### src/rtl/mem_port_arbiter.sv
// mem_port_arbiter
//
// Shares one SRAM port between NumReq requesters that all speak the SRAM
// req/gnt/addr/wdata/strb/we protocol. One requester is selected per cycle
// with zero-cycle request-to-grant latency. The response is steered back
// through a one-hot rvalid_o one cycle after each transfer. A requester can
// hold the port for up to MaxLock consecutive transfers by raising lock_i.
//
// Build option:
//   MEM_ARB_ROUND_ROBIN_EN  defined   -> round-robin among non-owners
//                           undefined -> fixed priority, lowest index wins
//
// Ports:
//   clk_i, rst_i        clock, synchronous active-high reset
//   req_i, lock_i       per-requester request and lock request
//   addr_i, wdata_i,
//   strb_i, we_i        per-requester transfer fields
//   gnt_o               one-hot grant (transfer when req_i[k] && gnt_o[k])
//   rvalid_o            one-hot response valid, one cycle after transfer
//   rdata_o             response data, shared (mem_rdata_i passed through)
//   mem_req_o..mem_we_o SRAM request side
//   mem_gnt_i           SRAM grant
//   mem_rdata_i         SRAM read data, one cycle after an accepted request
module mem_port_arbiter #(
  parameter int unsigned NumReq    = 2,
  parameter int unsigned AddrWidth = 64,
  parameter int unsigned DataWidth = 64,
  parameter int unsigned StrbWidth = DataWidth / 8,
  parameter int unsigned MaxLock   = 4
) (
  input  logic                                clk_i,
  input  logic                                rst_i,
  input  logic [NumReq-1:0]                   req_i,
  input  logic [NumReq-1:0]                   lock_i,
  input  logic [NumReq-1:0][AddrWidth-1:0]    addr_i,
  input  logic [NumReq-1:0][DataWidth-1:0]    wdata_i,
  input  logic [NumReq-1:0][StrbWidth-1:0]    strb_i,
  input  logic [NumReq-1:0]                   we_i,
  output logic [NumReq-1:0]                   gnt_o,
  output logic [NumReq-1:0]                   rvalid_o,
  output logic [DataWidth-1:0]                rdata_o,
  output logic                                mem_req_o,
  input  logic                                mem_gnt_i,
  output logic [AddrWidth-1:0]                mem_addr_o,
  output logic [DataWidth-1:0]                mem_wdata_o,
  output logic [StrbWidth-1:0]                mem_strb_o,
  output logic                                mem_we_o,
  input  logic [DataWidth-1:0]                mem_rdata_i
);

  localparam int unsigned IdxW = (NumReq > 1) ? $clog2(NumReq) : 1;
  localparam int unsigned CntW = 4;
  localparam logic [CntW-1:0] LockLimit = CntW'(MaxLock);

  // Lock state
  logic            owner_vld_q;
  logic [IdxW-1:0] owner_q;
  logic [CntW-1:0] lock_cnt_q;
  logic [CntW-1:0] cnt_nxt;
  logic            lock_hold;
  logic            owner_active;

  // Stall freeze
  logic            stall_q;
  logic [IdxW-1:0] stall_sel_q;

  // Response steering
  logic [NumReq-1:0] resp_sel_q;

  // Selection
  logic            any_req;
  logic            found;
  logic [IdxW-1:0] arb_sel;
  logic [IdxW-1:0] sel;
  logic            mem_req;
  logic            xfer;
  logic [NumReq-1:0] gnt;

`ifdef MEM_ARB_ROUND_ROBIN_EN
  logic [IdxW-1:0] rr_ptr_q;
  int unsigned     cand;
`endif

  assign any_req      = |req_i;
  assign owner_active = owner_vld_q && req_i[owner_q];

  // Policy arbitration among all requesters; the owner and the stall
  // freeze override it below.
  always_comb begin
    arb_sel = '0;
    found   = 1'b0;
`ifdef MEM_ARB_ROUND_ROBIN_EN
    cand = 0;
    for (int unsigned i = 0; i < NumReq; i++) begin
      cand = (32'(rr_ptr_q) + i) % NumReq;
      if (!found && req_i[IdxW'(cand)]) begin
        found   = 1'b1;
        arb_sel = IdxW'(cand);
      end
    end
`else
    for (int unsigned i = 0; i < NumReq; i++) begin
      if (!found && req_i[IdxW'(i)]) begin
        found   = 1'b1;
        arb_sel = IdxW'(i);
      end
    end
`endif
  end

  // A stalled request keeps its slot even if a higher-priority requester or
  // the lock owner shows up before the SRAM grants it.
  always_comb begin
    if (stall_q) begin
      sel = stall_sel_q;
    end else if (owner_active) begin
      sel = owner_q;
    end else begin
      sel = arb_sel;
    end
  end

  assign mem_req = !rst_i && any_req;
  assign xfer    = mem_req && mem_gnt_i && req_i[sel];

  always_comb begin
    gnt = '0;
    if (xfer) begin
      gnt[sel] = 1'b1;
    end
  end

  assign gnt_o     = gnt;
  assign mem_req_o = mem_req;

  always_comb begin
    mem_addr_o  = '0;
    mem_wdata_o = '0;
    mem_strb_o  = '0;
    mem_we_o    = 1'b0;
    if (mem_req) begin
      mem_addr_o  = addr_i[sel];
      mem_wdata_o = wdata_i[sel];
      mem_strb_o  = strb_i[sel];
      mem_we_o    = we_i[sel];
    end
  end

  // Reset in the response cycle swallows the pending pulse.
  assign rvalid_o = rst_i ? '0 : resp_sel_q;
  assign rdata_o  = mem_rdata_i;

  // Count of consecutive locked transfers including the current one. The
  // transfer that reaches MaxLock releases the lock straight away, so the
  // owner's next request goes through normal arbitration.
  always_comb begin
    cnt_nxt = CntW'(1);
    if (owner_vld_q && (owner_q == sel)) begin
      cnt_nxt = lock_cnt_q + CntW'(1);
    end
  end

  assign lock_hold = (cnt_nxt < LockLimit);

  always_ff @(posedge clk_i) begin
    if (rst_i) begin
      owner_vld_q <= 1'b0;
      owner_q     <= '0;
      lock_cnt_q  <= '0;
      stall_q     <= 1'b0;
      stall_sel_q <= '0;
      resp_sel_q  <= '0;
`ifdef MEM_ARB_ROUND_ROBIN_EN
      rr_ptr_q    <= '0;
`endif
    end else begin
      resp_sel_q <= gnt;

      if (mem_req && !mem_gnt_i) begin
        stall_q     <= 1'b1;
        stall_sel_q <= sel;
      end else begin
        stall_q     <= 1'b0;
      end

      if (xfer) begin
`ifdef MEM_ARB_ROUND_ROBIN_EN
        rr_ptr_q <= (32'(sel) == NumReq - 1) ? '0 : sel + IdxW'(1);
`endif
        if (lock_i[sel] && lock_hold) begin
          owner_vld_q <= 1'b1;
          owner_q     <= sel;
          lock_cnt_q  <= cnt_nxt;
        end else begin
          owner_vld_q <= 1'b0;
          lock_cnt_q  <= '0;
        end
      end else if (owner_vld_q && !req_i[owner_q]) begin
        owner_vld_q <= 1'b0;
        lock_cnt_q  <= '0;
      end
    end
  end

endmodule

### config.mk
export PLATFORM = sky130hd
export DESIGN_NAME = mem_port_arbiter
export DESIGN_NICKNAME = d
export VERILOG_FILES = /design/src/rtl/mem_port_arbiter.sv
export SDC_FILE = /design/constraint.sdc
export NUM_CORES = 1
export LEC_CHECK = 0
export BUFFER_PORTS_ARGS = -buffer_cell sky130_fd_sc_hd__buf_2
export CAP_MARGIN = 30
export CORE_AREA = 3 3 211 213
export CTS_BUF_LIST = sky130_fd_sc_hd__clkbuf_16
export DETAILED_ROUTE_END_ITERATION = 10
export DIE_AREA = 0 0 214 216
export GPL_ROUTABILITY_DRIVEN = 0
export SLEW_MARGIN = 20
export SYNTH_ARGS = -nofsm -noshare
export SYNTH_HDL_FRONTEND = slang
export SYNTH_SLANG_ARGS = --single-unit
### constraint.sdc
create_clock -name clk_i -period 3.85 [get_ports clk_i]
set_clock_uncertainty 0.05 [all_clocks]
set_input_delay 0.9625 -clock clk_i [delete_from_list [all_inputs] [get_ports clk_i]]
set_output_delay 0.9625 -clock clk_i [all_outputs]
set_load 0.02 [all_outputs]
==> reports/metrics.yaml <==
reg2regPathDepth: 5
avgRoutedWirePerCell_um: 12.1
syn-instance-count: 588
timing.rr.end: "lock_cnt_q[1]"
die_y_um: 216
synth_adder_area_share_pct: 0.419
slew_viol_final: 0
totalWireLength_mm: 18.1
synthArstFlopShare_pct: 0
fill_cells: 5072
multiInputGateArea_sq_um: 2110
crit_type: "input pin to output pin"
synth_edf_count: 0
hp-class: "flip-flop to flip-flop"
synth_top_family_by_area: "simple AND/OR/NAND/NOR gates"
yosysTopAreaCellShare_pct: 35.7
max_stage_delay_ns: 0.30
synthMuxAreaShare_pct: 0.335
grt_pass1_wl_mm: 26.2
tightest_slew_ns: 0.524
fin_crit_sh_pct: 91.8
ant_nets: 0
drt-initial-drc-count: 223
ys_seq_area_share_pct: 6.70
setup_viol: 0
fmax_mhz: 283
ctsResizeCount: 0
viasPerCell: 3.32
relSlewSlack_pct: 64.8
fin_nets: 1266
finalPower_uw: 938
drc_errors: 0
critPathCaptureType: "output pin"
crit_start: "req_i[0]"
syn_area_sq_um: 2990
syn-num-nets: 934
avgSynthCellArea_sq_um: 5.08
row_count: 76
status: "complete, no violations"
fin_crit_ns: 3.53
yosys_warnings: 0
ir_drop_uv: 109
antenna_found_initial: 2
power_density_nw_per_um2: 172
grt_overflow: 0
clockBufferDepth: 2
clock-root-buffer: "clkbuf_16"
cp.arrival_ns: 2.52
clk_pin_slew_ns: 0.04
clk_latency_ns: 0.23
wl_met2_mm: 8.24
placement.io_buffers: 422
synth_xor_area_share_pct: 0
cts_made_buffers: 3
start_util_pct: 6.97
synth_area_leaders: "nand2_1 36%, a21oi_1 24%, buf_4 16%"
cp.buffers_inverters: 4
cp.depth: 8
num_vias: 4991
first_pass_iters: 4
rsz0062_at_grt: "no"
pre_cts_ws_ns: 0.354
track_usage_pct: 6.97
grt_max_degree: 74
yosys.area_share.simple_pct: 38.8
postCtsSetupRepairBufs: 0
area_growth_pct: 82.4
crit_family: "buffers and inverters"
cts_hold_buf: 0
yosys.area.top_type: "nand2_1"
hold_violations: 0
dr_wl_met3_mm: 1.73
crit_chain: "buf_2, a21boi_2, o21a_4, buf_12, buf_4, nand2_1, a21oi_1, buf_2"
cts_tree: "done"
fin_setup_tns_ns: 0
crit_top_cell: "buf_2"
clock-sinks: 10
htreeDepth: 1
drv_cap: 0
ys_types: 31
cp_max_fo: 40
highest_layer: "met5"
rrSetupSlack_ns: 2.14
die_w_um: 214
core_area_sq_um: 42900
crit_path_end: "mem_addr_o[9]"
r2r-start: "stall_q"
crit_required_ns: 2.84
p_leak_nw: 2.99
synthFlopType: "dfxtp_1"
worstSetupStartpointType: "input pin"
seqCellArea_sq_um: 200
fin_ws_ns: 0.315
dieArea_sq_um: 46200
crit_slowest_cell: "a21boi_2"
drive_gt1_share_pct: 49.0
io_pins: 551
wl_met1_mm: 7.46
synth-seq-cells: 10
synth_compound_area_share_pct: 30.2
utilization_pct: 12.7
grt_pass1_vias: 4564
place_hpwl_mm: 15.2
-- how the worst min path moves through the flow --
stage,endpoint,slack [ns],depth (start not counted),start
floorplan,lock_cnt_q[3],0.40,1,lock_cnt_q[3]
global placement,lock_cnt_q[3],0.43,1,lock_cnt_q[3]
detailed placement,lock_cnt_q[3],0.44,1,lock_cnt_q[3]
CTS,lock_cnt_q[3],0.45,1,lock_cnt_q[3]
global route,lock_cnt_q[3],0.46,1,lock_cnt_q[3]
finish,lock_cnt_q[2],0.45,1,lock_cnt_q[2]
-- final cells by class --
type / count / area share [%]
diodes: 1 / 0.0459
clock buffers: 3 / 1.38
inverters: 6 / 0.413
multi-input cells: 463 / 38.8
flip-flops and latches: 10 / 3.67
well taps: 585 / 13.4
repair buffers: 436 / 42.3
-- layer usage --
layer  vias to the layer above  GRT usage [%]
met3                        60           1.80
met4                         2           2.57
met5                         -              0
met2                       284           11.1
li1                       2496              -
met1                      2149           9.08
-- report_power, final --
part	internal [mW]	switching (mW)	total, mW
combinational	0.257	0.387	0.644
clock	0.135	0.0473	0.182
sequential	0.107	0.00415	0.111
total	0.499	0.438	0.938
-- cell usage in the layout, fill, tap and decap left out, types with 2 or more instances in the layout --
master	n
buf_2	422
clkbuf_16	3
nand2b_1	2
a32o_1	2
o21ai_0	2
nand2_1	284
buf_12	7
inv_1	6
and3_2	2
o21ai_4	2
dfxtp_1	10
and2_1	5
nor2_1	3
a21boi_2	2
buf_4	7
a21oi_1	141
nor2b_1	3
-- cells in the mapped netlist (all sizes together) (2+ instances only) --
cell type and n:
nand2 284, buf 88, a21oi 141, a311oi 2, dfxtp 10, nor2 3
inv 6, and2 5, a32o 2, and3 2, nor2b 3, o21ai 5
a21boi 3, clkbuf 21, nand2b 2
-- metrics by stage --
stage               hold slack, ns  cells  instance area, sq um
detailed placement           0.435   1500                  5370
global route                 0.457   1504                  5450
floorplan                    0.403    588                  2990
finish                       0.448   1504                  5450
CTS                          0.447   1503                  5450
global placement             0.425   1500                  5370
-- kinds of logic (layout without fill, tap and decap cells) --
kind of cell    after synthesis  after routing
fa+ha+maj                     1              1
other cells                   0              1
flops                        10             10
mux                           1              1
compound gates              161            161
simple gates                300            300
buf+inv                     115            445
-- flip-flops by register name, indices dropped and copies added, names as in the netlist --
signal       cells
lock_cnt_q       4
owner_q          1
stall_sel_q      1
resp_sel_q       2
owner_vld_q      1
stall_q          1
Note: power is estimated with default switching activity, not from simulation.
